===== src/rtl/alu_cmd_issue_if.sv =====
// Bundle of the command, ALU-drive and response signals of alu_cmd_issue.
// The slave modport is the issue stage's view. The master modport is the
// view of whatever drives commands, models the ALU and accepts responses.
interface alu_cmd_issue_if #(
  parameter int WIDTH = 8,
  parameter int SHW   = 5,
  parameter int DEPTH = 4
);

  localparam int CW = $clog2(DEPTH) + 1;

  // command side
  logic             cmd_valid;
  logic             cmd_ready;
  logic [3:0]       cmd_opcode;
  logic [WIDTH-1:0] cmd_a;
  logic [WIDTH-1:0] cmd_b;
  logic [SHW-1:0]   cmd_shift;

  // ALU operand drive and result sampling
  logic [3:0]       alu_opcode;
  logic [WIDTH-1:0] alu_input1;
  logic [WIDTH-1:0] alu_input2;
  logic [SHW-1:0]   alu_shiftValue;
  logic [WIDTH-1:0] alu_result;
  logic             alu_carry;
  logic             alu_zero;
  logic             alu_overflow;

  // response side
  logic             rsp_valid;
  logic             rsp_ready;
  logic [WIDTH-1:0] rsp_result;
  logic [2:0]       rsp_flags;
  logic             rsp_err;

  // status
  logic [CW-1:0]    fifo_count;

  modport slave (
    input  cmd_valid, cmd_opcode, cmd_a, cmd_b, cmd_shift,
    input  alu_result, alu_carry, alu_zero, alu_overflow,
    input  rsp_ready,
    output cmd_ready,
    output alu_opcode, alu_input1, alu_input2, alu_shiftValue,
    output rsp_valid, rsp_result, rsp_flags, rsp_err,
    output fifo_count
  );

  modport master (
    output cmd_valid, cmd_opcode, cmd_a, cmd_b, cmd_shift,
    output alu_result, alu_carry, alu_zero, alu_overflow,
    output rsp_ready,
    input  cmd_ready,
    input  alu_opcode, alu_input1, alu_input2, alu_shiftValue,
    input  rsp_valid, rsp_result, rsp_flags, rsp_err,
    input  fifo_count
  );

endinterface


===== src/rtl/alu_cmd_issue.sv =====
// Command-issue stage in front of a combinational ALU. Commands are queued
// in a small FIFO, then driven onto the ALU from registers. One cycle later
// the result and flags are captured and offered as a registered response,
// so the ALU always sits between two register boundaries.
module alu_cmd_issue #(
  parameter int WIDTH = 8,
  parameter int SHW   = 5,
  parameter int DEPTH = 4
) (
  input logic            clk,
  input logic            rst_n,
  alu_cmd_issue_if.slave bus
);

  localparam int PW = (DEPTH > 1) ? $clog2(DEPTH) : 1;
  localparam int CW = $clog2(DEPTH) + 1;
  localparam int EW = 4 + 2 * WIDTH + SHW;

  localparam logic [1:0] S_IDLE  = 2'd0;
  localparam logic [1:0] S_ISSUE = 2'd1;
  localparam logic [1:0] S_RESP  = 2'd2;

  logic [1:0]       state_q, state_d;
  logic [PW-1:0]    wr_ptr_q, wr_ptr_d;
  logic [PW-1:0]    rd_ptr_q, rd_ptr_d;
  logic [CW-1:0]    count_q, count_d;
  logic [EW-1:0]    mem_q [DEPTH];

  logic [3:0]       alu_opcode_q;
  logic [WIDTH-1:0] alu_input1_q;
  logic [WIDTH-1:0] alu_input2_q;
  logic [SHW-1:0]   alu_shift_q;

  logic             rsp_valid_q, rsp_valid_d;
  logic [WIDTH-1:0] rsp_result_q;
  logic [2:0]       rsp_flags_q;
  logic             rsp_err_q;

  logic             cmd_ready;
  logic             push;
  logic             load;
  logic             capture;
  logic             fifo_nonempty;
  logic [EW-1:0]    cmd_entry;
  logic [EW-1:0]    head;

  // Ready looks only at the registered count: a pop in the same cycle does
  // not open a slot until the next cycle, keeping ready free of FSM paths.
  assign cmd_ready     = (count_q != CW'(DEPTH));
  assign push          = bus.cmd_valid & cmd_ready;
  assign fifo_nonempty = (count_q != '0);
  assign cmd_entry     = {bus.cmd_opcode, bus.cmd_a, bus.cmd_b, bus.cmd_shift};
  assign head          = mem_q[rd_ptr_q];

  // Issue FSM and FIFO bookkeeping. Loading operands is the FIFO pop; a
  // push is never visible to the pop logic until the following cycle.
  always_comb begin
    state_d     = state_q;
    rsp_valid_d = rsp_valid_q;
    load        = 1'b0;
    capture     = 1'b0;
    unique case (state_q)
      S_IDLE: begin
        if (fifo_nonempty) begin
          load    = 1'b1;
          state_d = S_ISSUE;
        end
      end
      S_ISSUE: begin
        capture     = 1'b1;
        rsp_valid_d = 1'b1;
        state_d     = S_RESP;
      end
      S_RESP: begin
        if (bus.rsp_ready) begin
          rsp_valid_d = 1'b0;
          if (fifo_nonempty) begin
            load    = 1'b1;
            state_d = S_ISSUE;
          end else begin
            state_d = S_IDLE;
          end
        end
      end
      default: begin
        state_d     = S_IDLE;
        rsp_valid_d = 1'b0;
      end
    endcase

    wr_ptr_d = push ? (wr_ptr_q + PW'(1)) : wr_ptr_q;
    rd_ptr_d = load ? (rd_ptr_q + PW'(1)) : rd_ptr_q;
    unique case ({push, load})
      2'b10:   count_d = count_q + CW'(1);
      2'b01:   count_d = count_q - CW'(1);
      default: count_d = count_q;
    endcase
  end

  // Control state: FSM, FIFO pointers/count and response valid.
  always_ff @(posedge clk or negedge rst_n) begin
    if (!rst_n) begin
      state_q     <= S_IDLE;
      wr_ptr_q    <= '0;
      rd_ptr_q    <= '0;
      count_q     <= '0;
      rsp_valid_q <= 1'b0;
    end else begin
      state_q     <= state_d;
      wr_ptr_q    <= wr_ptr_d;
      rd_ptr_q    <= rd_ptr_d;
      count_q     <= count_d;
      rsp_valid_q <= rsp_valid_d;
    end
  end

  // FIFO storage; contents are only meaningful below the count, so no reset.
  always_ff @(posedge clk) begin
    if (push) begin
      mem_q[wr_ptr_q] <= cmd_entry;
    end
  end

  // ALU operand registers: loaded on pop, otherwise hold the last command.
  always_ff @(posedge clk or negedge rst_n) begin
    if (!rst_n) begin
      alu_opcode_q <= '0;
      alu_input1_q <= '0;
      alu_input2_q <= '0;
      alu_shift_q  <= '0;
    end else if (load) begin
      {alu_opcode_q, alu_input1_q, alu_input2_q, alu_shift_q} <= head;
    end
  end

  // Response capture: the ALU has seen stable operands for a full cycle.
  always_ff @(posedge clk or negedge rst_n) begin
    if (!rst_n) begin
      rsp_result_q <= '0;
      rsp_flags_q  <= '0;
      rsp_err_q    <= 1'b0;
    end else if (capture) begin
      rsp_result_q <= bus.alu_result;
      rsp_flags_q  <= {bus.alu_overflow, bus.alu_zero, bus.alu_carry};
      rsp_err_q    <= (alu_opcode_q > 4'd3);
    end
  end

  assign bus.cmd_ready      = cmd_ready;
  assign bus.alu_opcode     = alu_opcode_q;
  assign bus.alu_input1     = alu_input1_q;
  assign bus.alu_input2     = alu_input2_q;
  assign bus.alu_shiftValue = alu_shift_q;
  assign bus.rsp_valid      = rsp_valid_q;
  assign bus.rsp_result     = rsp_result_q;
  assign bus.rsp_flags      = rsp_flags_q;
  assign bus.rsp_err        = rsp_err_q;
  assign bus.fifo_count     = count_q;

endmodule


===== src/flat_wrapper.sv =====
// flat-port wrapper written by rule: the top's interface ports become plain ports
module alu_cmd_issue_flat 
#(
  parameter int WIDTH = 8,
  parameter int SHW   = 5,
  parameter int DEPTH = 4
)
  (clk, rst_n, bus_cmd_valid, bus_cmd_opcode, bus_cmd_a, bus_cmd_b, bus_cmd_shift, bus_alu_result, bus_alu_carry, bus_alu_zero, bus_alu_overflow, bus_rsp_ready, bus_cmd_ready, bus_alu_opcode, bus_alu_input1, bus_alu_input2, bus_alu_shiftValue, bus_rsp_valid, bus_rsp_result, bus_rsp_flags, bus_rsp_err, bus_fifo_count);
  alu_cmd_issue_if #(.WIDTH(WIDTH), .SHW(SHW), .DEPTH(DEPTH)) bus_i ();
  input logic clk;
  input logic rst_n;
  input wire logic [$bits(bus_i.cmd_valid)-1:0] bus_cmd_valid;
  input wire logic [$bits(bus_i.cmd_opcode)-1:0] bus_cmd_opcode;
  input wire logic [$bits(bus_i.cmd_a)-1:0] bus_cmd_a;
  input wire logic [$bits(bus_i.cmd_b)-1:0] bus_cmd_b;
  input wire logic [$bits(bus_i.cmd_shift)-1:0] bus_cmd_shift;
  input wire logic [$bits(bus_i.alu_result)-1:0] bus_alu_result;
  input wire logic [$bits(bus_i.alu_carry)-1:0] bus_alu_carry;
  input wire logic [$bits(bus_i.alu_zero)-1:0] bus_alu_zero;
  input wire logic [$bits(bus_i.alu_overflow)-1:0] bus_alu_overflow;
  input wire logic [$bits(bus_i.rsp_ready)-1:0] bus_rsp_ready;
  output wire logic [$bits(bus_i.cmd_ready)-1:0] bus_cmd_ready;
  output wire logic [$bits(bus_i.alu_opcode)-1:0] bus_alu_opcode;
  output wire logic [$bits(bus_i.alu_input1)-1:0] bus_alu_input1;
  output wire logic [$bits(bus_i.alu_input2)-1:0] bus_alu_input2;
  output wire logic [$bits(bus_i.alu_shiftValue)-1:0] bus_alu_shiftValue;
  output wire logic [$bits(bus_i.rsp_valid)-1:0] bus_rsp_valid;
  output wire logic [$bits(bus_i.rsp_result)-1:0] bus_rsp_result;
  output wire logic [$bits(bus_i.rsp_flags)-1:0] bus_rsp_flags;
  output wire logic [$bits(bus_i.rsp_err)-1:0] bus_rsp_err;
  output wire logic [$bits(bus_i.fifo_count)-1:0] bus_fifo_count;
  assign bus_i.cmd_valid = bus_cmd_valid;
  assign bus_i.cmd_opcode = bus_cmd_opcode;
  assign bus_i.cmd_a = bus_cmd_a;
  assign bus_i.cmd_b = bus_cmd_b;
  assign bus_i.cmd_shift = bus_cmd_shift;
  assign bus_i.alu_result = bus_alu_result;
  assign bus_i.alu_carry = bus_alu_carry;
  assign bus_i.alu_zero = bus_alu_zero;
  assign bus_i.alu_overflow = bus_alu_overflow;
  assign bus_i.rsp_ready = bus_rsp_ready;
  assign bus_cmd_ready = bus_i.cmd_ready;
  assign bus_alu_opcode = bus_i.alu_opcode;
  assign bus_alu_input1 = bus_i.alu_input1;
  assign bus_alu_input2 = bus_i.alu_input2;
  assign bus_alu_shiftValue = bus_i.alu_shiftValue;
  assign bus_rsp_valid = bus_i.rsp_valid;
  assign bus_rsp_result = bus_i.rsp_result;
  assign bus_rsp_flags = bus_i.rsp_flags;
  assign bus_rsp_err = bus_i.rsp_err;
  assign bus_fifo_count = bus_i.fifo_count;
  alu_cmd_issue #(.WIDTH(WIDTH), .SHW(SHW), .DEPTH(DEPTH)) u_core (.clk(clk), .rst_n(rst_n), .bus(bus_i));
endmodule

===== config.mk =====
export PLATFORM = sky130hd
export DESIGN_NAME = alu_cmd_issue_flat
export DESIGN_NICKNAME = d
export VERILOG_FILES = /design/src/rtl/alu_cmd_issue_if.sv /design/src/rtl/alu_cmd_issue.sv /design/src/flat_wrapper.sv
export SDC_FILE = /design/constraint.sdc
export NUM_CORES = 1
export LEC_CHECK = 0
export CAP_MARGIN = 25
export CORE_MARGIN = 1.5
export CORE_UTILIZATION = 50
export CTS_CLUSTER_DIAMETER = 150
export DETAILED_ROUTE_END_ITERATION = 7
export PLACE_DENSITY = 0.77
export SLEW_MARGIN = 15
export SYNTH_ARGS = -nofsm -noshare
export SYNTH_HDL_FRONTEND = slang
export SYNTH_SLANG_ARGS = --single-unit
export TNS_END_PERCENT = 100

===== constraint.sdc =====
create_clock -name clk -period 2.8 [get_ports clk]
set_input_delay 0.56 -clock clk [delete_from_list [all_inputs] [get_ports clk]]
set_output_delay 0.56 -clock clk [all_outputs]
set_load 0.02 [all_outputs]

After elaboration in Yosys (flattened, before gate mapping)
Memory sizes are Yosys's and may differ from the RTL's. A register that Yosys moved wholly into a read port is not among the register bits.
Index checks and enable logic that the tools add are counted.
W data, S select, Z words.
{"block": "op_classes", "n_addsub": 4, "order_cmp": 1, "n_eq_ne": 7, "muxes": 13, "n_bitwise": 2, "n_reduce_logical": 6}
{"operator": "$mux W1", "count": 7}
{"operator": "$pmux W2 S3", "count": 1}
{"operator": "$pmux W3 S2", "count": 1}
{"operator": "$add A2 B1 Y2 const B", "count": 2}
{"operator": "$eq A2 B1 Y1 const B", "count": 2}
{"operator": "$eq A2 B2 Y1 const B", "count": 2}
{"operator": "$gt A4 B2 Y1 const B", "count": 1}
{"operator": "$mux W2", "count": 2}
{"operator": "$reduce_and A2 Y1", "count": 2}
{"operator": "$add A3 B1 Y3 const B", "count": 1}
{"operator": "$ne A3 B3 Y1 const B", "count": 1}
{"operator": "$pmux W1 S3", "count": 1}
{"operator": "$reduce_bool A3 Y1", "count": 1}
{"operator": "$sub A3 B1 Y3 const B", "count": 1}
{"operator": "$logic_not A2 Y1", "count": 1}
{"operator": "$ne A2 B1 Y1 const B", "count": 1}
{"operator": "$ne A2 B2 Y1 const B", "count": 1}
{"operator": "$pmux W1 S2", "count": 1}
{"operator": "$reduce_bool A2 Y1", "count": 1}
{"operator": "$and A1 B1 Y1", "count": 1}
{"operator": "$logic_not A1 Y1", "count": 1}
{"operator": "$not A1 Y1", "count": 1}
{"block": "totals", "ff_bits": 22, "ram_bits": 100, "input_bits": 40, "output_inout_bits": 42, "elab_cells": 42, "mem_count": 1}
{"memory": "u_core.mem_q", "words": 4, "word_bits": 25, "rd": 1, "rd_clocked_by_memory_dff": 1, "write_ports": 1, "line": "alu_cmd_issue.sv:27", "text": "logic [EW-1:0] mem_q [DEPTH];"}

Depth between registers and ports, before layout
Gate-level depths: netlist (run 1).
{"block": "depth", "ltp_word": 6, "depth_mapped": 8, "depth_no_buf": 8}

Least setup slack after synthesis (run 1)
Ideal clock, no wire load.
{"block": "synth_path", "path_kind": "flip-flop to flip-flop", "from": "reg u_core.count_q[1], in the netlist u_core.bus.fifo_count[1]", "to": "reg u_core.count_q[1], in the netlist u_core.bus.fifo_count[1]", "setup_ps": 125, "arrival_ps": 2133, "required_ps": 2675, "setup_slack_ps": 543, "path_stages_with_launch": 7, "path_buffers": 0, "period_less_slack_ps": 2257, "cell_sequence": "dfrtp_1 or3b_1 and2_4 inv_1 ha_1 fa_1 mux2_2"}
{"block": "synth_between", "elab_cells_between_ends": 12, "cone_classes": "add/sub (2); eq/ne (3); mux (4); bitwise (1); reduce/logical (2)"}
{"element": "start, declared", "line": "alu_cmd_issue.sv:26", "text": "logic [CW-1:0] count_q, count_d;"}
{"element": "start signal, assigned", "line": "alu_cmd_issue.sv:112", "text": "count_q <= count_d;"}
{"element": "$ne A3 B3 Y1 (*)", "line": "alu_cmd_issue.sv:49", "text": "assign cmd_ready = (count_q != CW'(DEPTH));"}
{"element": "named net bus_cmd_ready", "line": "flat_wrapper.sv:22", "text": "output wire logic [$bits(bus_i.cmd_ready)-1:0] bus_cmd_ready;"}
{"element": "$and A1 B1 Y1 (*)", "line": "alu_cmd_issue.sv:50", "text": "assign push = bus.cmd_valid & cmd_ready;"}
{"element": "$eq A2 B1 Y1 or $eq A2 B2 Y1 (tied branches)", "line": "alu_cmd_issue.sv:93", "text": "unique case ({push, load})"}
{"element": "$pmux W3 S2 (*)", "line": "alu_cmd_issue.sv:93"}
{"element": "named net u_core.count_d[1]", "line": "alu_cmd_issue.sv:26"}
The timed path passes the listed nets; every way through them passes the cells marked *.
A chain may end at the register's enable or synchronous reset.

Worst setup path in the final report (run 1)
{"block": "layout_path", "from": "reg u_core.count_q[1], in the netlist u_core.bus.fifo_count[1]", "to": "out bus_cmd_ready"}
{"block": "layout_between", "elab_chain_len": 1}
{"element": "$ne A3 B3 Y1", "line": "alu_cmd_issue.sv:49"}
{"element": "end, declared", "line": "flat_wrapper.sv:22"}
Every way passes these cells.

==> results of run 1 <==
## cells in the final DEF, fill, tap and decap left out, types with 5 or more instances in the layout
cell             instances
mux4_2                  18
ha_1                     5
mux2_2                  19
clkbuf_16               16
dfrtp_1                 46
edfxtp_1               100
buf_4                   10
mux4_1                   7
clkdlybuf4s50_1         80
mux2_4                  19
## layout make-up
type,instances,area share
flip-flops and latches,147,0.580
multi-input cells,95,0.188
repair buffers,93,0.126
clock buffers,21,0.0609
well taps,140,0.0243
clock inverters,11,0.0187
inverters,3,0.00156
## worst max-delay path by stage
stage	startpoint	end	slack (ns)	cells after the start
after CTS	u_core.bus.fifo_count[1]	bus_cmd_ready	0.21	2
after global placement	bus_rsp_ready	u_core.bus.fifo_count[2]	0.36	8
after detailed placement	bus_rsp_ready	u_core.bus.fifo_count[2]	0.35	8
after global routing	u_core.bus.fifo_count[1]	bus_cmd_ready	0.15	2
final	u_core.bus.fifo_count[1]	bus_cmd_ready	0.24	2
after floorplan	u_core.bus.fifo_count[1]	u_core.bus.fifo_count[1]	0.54	6
## registers in the layout, summed over array words and instances (netlist names)
register / count
u_core.bus.alu_input1: 8
u_core.bus.rsp_result: 8
u_core.state_q: 2
u_core.bus.alu_input2: 8
u_core.bus.fifo_count: 3
u_core.wr_ptr_q: 2
u_core.bus.alu_shiftValue: 5
u_core.bus.alu_opcode: 4
u_core.mem_q: 100
u_core.bus.rsp_flags: 3
u_core.bus.rsp_err: 1
u_core.bus.rsp_valid: 1
u_core.rd_ptr_q: 2
## kinds of logic after synthesis
logic type	Yosys count
AO/OA/AOI/OAI	4
XOR/XNOR	6
adder cells (fa/ha/maj)	6
buffers and inverters	13
flip-flops	147
multiplexers	63
AND/OR/NAND/NOR	16
## metal layers
layer  vias up  GRT usage  wire, um
met5         -          0         0
met4         0     0.0742       147
met3        11     0.0460       444
met2        79      0.336      5310
met1      1387      0.212      3900
li1       1213          -         -
## report_power, final
group | total (W) | internal (W) | switching, W
Sequential | 0.00343 | 0.00303 | 0.000403
Clock | 0.00216 | 0.00137 | 0.000793
Combinational | 0.00308 | 0.00174 | 0.00134
## metrics by stage
step                      instances  power, W  setup WS, ns  hold slack [ns]
after floorplan                 255   0.00546         0.543            0.264
after CTS                       510   0.00879         0.208            0.494
after global placement          477   0.00648         0.362            0.463
after detailed placement        477   0.00659         0.349            0.480
after global routing            510   0.00911         0.149            0.519
final                           510   0.00867         0.241            0.489
## cells in the mapped netlist, types with 2 or more instances
cell type and n:
mux4_1 7, buf_2 2, nor2b_1 2, nor2_1 4, inv_1 3, mux2_2 19
edfxtp_1 100, dfrtp_1 47, and3_1 4, buf_6 5, xor2_1 3, xnor2_1 3
mux2_4 19, mux4_2 18, ha_1 5
==> flow_metrics.env, run 1 <==
export IMPL_synth_area_um2=5630
export IMPL_synth_top_family_by_area="multiplexers"
export IMPL_cts_tree="built"
export IMPL_crit_chain="or3b_1 > clkdlybuf4s50_1"
export IMPL_post_route_min_period_ns=2.56
export IMPL_min_path_cells=1
export IMPL_final_nets=403
export IMPL_async_flop_share=0.320
export IMPL_antenna_found_initial=0
export IMPL_r2r_end="u_core.bus.fifo_count[1]"
export IMPL_htreeDepth=4
export IMPL_synth_nets=301
export IMPL_rsz0062_at_grt="false"
export IMPL_drtIter0Drc=99
export IMPL_crit_slowest_cell="clkdlybuf4s50_1"
export IMPL_postCtsSetupBuffers=0
export IMPL_synthDistinctLibCells=29
export IMPL_n_fill_cell=738
export IMPL_ir_drop_mv=0.569
export IMPL_hold_violations=0
export IMPL_cts_resized=0
export IMPL_avgSynthCellArea_um2=22.1
export IMPL_synth_top_area_frac=0.533
export IMPL_regArea_um2=4180
export IMPL_wl_per_cell_um=19.2
export IMPL_place_gp_congestion=0.671
export IMPL_holdCritStartpoint="u_core.bus.rsp_valid"
export IMPL_r2r_start="u_core.bus.fifo_count[1]"
export IMPL_worstSkewPairLatency_ns=0.51
export IMPL_cp_max_fo=6
export IMPL_tightestPinTransition_ns=0.628
export IMPL_grt_pass1_vias=3021
export IMPL_setup_viol=0
export IMPL_finalWirelength_um=9800
export IMPL_tns_ns=0
export IMPL_status="completed"
export IMPL_cp_top_family="buffers and inverters"
export IMPL_path_buf_inv=1
export IMPL_finalMaxSlewViolations=0
export IMPL_antenna_cells=0
export IMPL_die_h_um=109
export IMPL_critPathLaunchType="flop"
export IMPL_p_per_area_nw_per_um2=1200
export IMPL_clockRootBuffer="clkbuf_8"
export IMPL_r2r_slack_ns=0.62
export IMPL_cts_buffers=17
export IMPL_finish_utilization=0.662
export IMPL_ys_warn_count=0
export IMPL_crit_arrival_ns=2.00
export IMPL_synthAdderAreaFrac=0.0147
export IMPL_grt_max_degree=27
export IMPL_critical_path_max_stage_delay_ns=0.57
export IMPL_synth_edff_count=100
export IMPL_dpl_cell_area_um2=6630
export IMPL_ys_ff_latch=147
export IMPL_end_kind="output pin"
export IMPL_hold_end="u_core.bus.rsp_valid"
export IMPL_die_area_um2=11900
export IMPL_synth_area_leaders="edfxtp_1 53%, dfrtp_1 21%, mux4_2 7.2%"
export IMPL_cts_buffer_depth=2
export IMPL_place_detailed_hpwl_um=6120
export IMPL_ant_nets=0
export IMPL_synthSimpleGateAreaFrac=0.0196
export IMPL_max_slew_margin=0.581
export IMPL_grt_overflow_total=0
export IMPL_skew_ns=0.00980
export IMPL_vias=2690
export IMPL_fmax_mhz=391
export IMPL_drt_first_pass_iters=4
export IMPL_area_delta_synth_final_pct=28.1
export IMPL_multiInputGateArea_um2=1360
export IMPL_grt_usage=0.187
export IMPL_path_class="flop to output pin"
export IMPL_cts_hold_repair_buffers=1
export IMPL_synth_compound_area_frac=0.00444
export IMPL_synth_ff_type="edfxtp_1"
export IMPL_start_util=0.517
export IMPL_p_leak_nw=2.68
export IMPL_port_buffers=81
export IMPL_synth_xor_area_frac=0.00933
export IMPL_synthCells=255
export IMPL_route_detailed_drc=0
export IMPL_holdCritPathClass="flop to flop"
export IMPL_post_route_period_util=0.914
export IMPL_max_cap_viol_count=0
export IMPL_drive_gt1_frac=0.268
export IMPL_die_w_um=109
export IMPL_grt_pass1_wl_um=15700
export IMPL_io_pins=82
export IMPL_cts_sinks=147
export IMPL_row_count=38
export IMPL_via_per_inst=5.27
export IMPL_core_um2=10900
export IMPL_synthMuxAreaShare=0.193
export IMPL_rr_worst_depth=6
export IMPL_yosys_area_top_type="edfxtp_1"
export IMPL_ys_seq_area_frac=0.742
export IMPL_required_ns=2.24
export IMPL_postLayoutCellArea_um2=7210
export IMPL_path_clk_slew_ns=0.06
(Power assumes the default switching activity.)
==> inputs of run 2 (changes only) <==
--- a/config.mk
+++ b/config.mk
@@ -5,8 +5,8 @@
 export SDC_FILE = /design/constraint.sdc
 export NUM_CORES = 1
 export LEC_CHECK = 0
+export ABC_CLOCK_PERIOD_IN_PS = 2800
 export CAP_MARGIN = 25
-export CORE_MARGIN = 1.5
 export CORE_UTILIZATION = 50
 export CTS_CLUSTER_DIAMETER = 150
 export DETAILED_ROUTE_END_ITERATION = 7
==> run 2 against run 1 <==
Compared with the run above:
- count of clock-buffer cells in the layout shrank 3
- power shrank 0.27%
- critical endpoint unchanged
- highest routed layer unchanged
- final cell count is the same
==> flow_metrics.env, run 2 (synthesis results as in run 1) <==
export IMPL_status="completed"
export IMPL_crit_arrival_ns=2.01
export IMPL_cts_buffers=17
export IMPL_grt_usage=0.195
export IMPL_wl_met1_um=4350
export IMPL_path_class="flop to output pin"
export IMPL_grt_pass1_vias=3007
export IMPL_row_count=38
export IMPL_path_buf_inv=1
export IMPL_setup_viol=0
export IMPL_place_gp_congestion=0.702
export IMPL_antenna_cells=0
export IMPL_p_seq_frac=0.392
export IMPL_power_switching_w=0.00262
export IMPL_postLayoutCellArea_um2=7190
export IMPL_drive_gt1_frac=0.276
export IMPL_r2r_slack_ns=0.61
export IMPL_holdCritPathClass="input port to asynchronous set/reset pin"
export IMPL_clock_power_share=0.246
export IMPL_switching_share=0.303
export IMPL_die_h_um=108
export IMPL_wl_per_cell_um=19.8
export IMPL_start_util=0.517
export IMPL_cts_tree="built"
export IMPL_end_kind="output pin"
export IMPL_finalWirelength_um=10100
export IMPL_skew_ns=0.0120
export IMPL_wl_met3_um=447
export IMPL_cp_max_fo=6
export IMPL_htreeDepth=4
export IMPL_dpl_cell_area_um2=6630
export IMPL_die_w_um=108
export IMPL_postCtsSetupBuffers=0
export IMPL_drtIter0Drc=135
export IMPL_p_leak_nw=2.67
export IMPL_crit_chain="or3b_1 > clkdlybuf4s50_1"
export IMPL_post_route_period_util=0.918
export IMPL_largest_reg_flops=100
export IMPL_p_per_area_nw_per_um2=1200
export IMPL_post_route_min_period_ns=2.57
export IMPL_critPathLaunchType="flop"
export IMPL_cts_sinks=147
export IMPL_final_common_cell="edfxtp_1"
export IMPL_wl_met2_um=5110
export IMPL_route_detailed_drc=0
export IMPL_core_um2=10900
export IMPL_rsz0062_at_grt="false"
export IMPL_internal_power_w=0.00602
export IMPL_clockRootBuffer="clkbuf_8"
export IMPL_max_cap_viol_count=0
export IMPL_combPwrFrac=0.362
export IMPL_grt_pass1_wl_um=16200
export IMPL_io_pins=82
export IMPL_place_detailed_hpwl_um=6000
export IMPL_finalMaxSlewViolations=0
export IMPL_grt_overflow_total=0
export IMPL_r2r_start="u_core.bus.fifo_count[0]"
export IMPL_top_layer_used="met4"
export IMPL_max_slew_margin=0.399
export IMPL_rr_worst_depth=6
export IMPL_path_depth=2
export IMPL_r2r_end="u_core.bus.fifo_count[1]"
export IMPL_final_nets=403
export IMPL_cts_hold_repair_buffers=0
export IMPL_die_area_um2=11700
export IMPL_top_register="u_core.mem_q"
export IMPL_tns_ns=0
export IMPL_hold_violations=0
export IMPL_drt_first_pass_iters=4
export IMPL_ant_nets=0
export IMPL_worstSkewPairLatency_ns=0.51
export IMPL_crit_slowest_cell="clkdlybuf4s50_1"
export IMPL_antenna_found_initial=0
export IMPL_area_delta_synth_final_pct=27.7
export IMPL_tightestPinTransition_ns=0.902
export IMPL_cts_resized=0
export IMPL_required_ns=2.24
export IMPL_port_buffers=81
export IMPL_ir_drop_mv=0.609
export IMPL_vias=2730
export IMPL_cp_top_family="buffers and inverters"
export IMPL_cts_buffer_depth=2
export IMPL_via_per_inst=5.35
export IMPL_critical_path_max_stage_delay_ns=0.57
export IMPL_grt_max_degree=38
export IMPL_path_clk_slew_ns=0.06
export IMPL_final_cell_mix="100 x edfxtp_1, 80 x clkdlybuf4s50_1, 46 x dfrtp_1, 19 x mux2_2, 19 x mux2_4"
export IMPL_fmax_mhz=389
-- run 2: changes by cell type in the layout (fill, tap and decap cells not counted) --
| cell | previous run | this run |
|---|---|---|
| clkbuf_1 | 3 | 1 |
| clkinv_4 | 0 | 2 |
| buf_4 | 10 | 11 |
| bufinv_16 | 3 | 2 |
| clkbuf_8 | 2 | 1 |
| clkinvlp_4 | 3 | 4 |
| dlygate4sd3_1 | 1 | 0 |
| inv_6 | 0 | 1 |
-- run 2: cell type report --
type / instances / area [um2]
Clock buffer: 18 / 418
Inverter: 3 / 11.3
Sequential cell: 147 / 4180
Multi-Input combinational cell: 95 / 1360
Tap cell: 140 / 175
Clock inverter: 14 / 139
Fill cell: 748 / 3700
Timing Repair Buffer: 93 / 908
-- run 2: power groups by stage --
stage                     clock [W]  sequential [W]  combinational [W]
final                       0.00212         0.00339            0.00313
after global routing        0.00225         0.00347            0.00335
after CTS                   0.00216         0.00340            0.00318
after detailed placement          0         0.00342            0.00315
after global placement            0         0.00339            0.00308
after floorplan                   0         0.00368            0.00178
-- run 2: worst max path at each step --
stage / end / slack (ns) / start
2_1_floorplan: u_core.bus.fifo_count[1] / 0.54 / u_core.bus.fifo_count[1]
3_3_place_gp: u_core.bus.fifo_count[2] / 0.36 / bus_rsp_ready
3_5_place_dp: u_core.bus.fifo_count[2] / 0.33 / bus_rsp_ready
4_1_cts: bus_cmd_ready / 0.19 / u_core.bus.fifo_count[0]
5_1_grt: bus_cmd_ready / 0.13 / u_core.bus.fifo_count[1]
6_report: bus_cmd_ready / 0.23 / u_core.bus.fifo_count[0]
-- run 2: stage by stage --
step           total power, W  instances  utilization  setup slack [ns]  hold WS [ns]
2_1_floorplan         0.00546        255            -             0.543         0.264
3_3_place_gp          0.00647        478        0.609             0.365         0.460
3_5_place_dp          0.00657        478        0.609             0.326         0.467
4_1_cts               0.00874        510        0.660             0.194         0.192
5_1_grt               0.00907        510        0.660             0.130         0.222
6_report              0.00864        510        0.660             0.230         0.173
-- run 2: metal layers --
layer	GRT usage	up-vias
li1	-	1222
met1	0.244	1411
met2	0.325	81
met3	0.0464	16
met4	0.0890	0
met5	0	-
==> inputs of run 3 (changes only) <==
--- a/config.mk
+++ b/config.mk
@@ -6,7 +6,7 @@
 export NUM_CORES = 1
 export LEC_CHECK = 0
 export ABC_CLOCK_PERIOD_IN_PS = 2800
-export CAP_MARGIN = 25
+export CAP_MARGIN = 10
 export CORE_UTILIZATION = 50
 export CTS_CLUSTER_DIAMETER = 150
 export DETAILED_ROUTE_END_ITERATION = 7
==> results of run 3 <==
No change in the layout: final DEF, timing and power equal those of run 2.
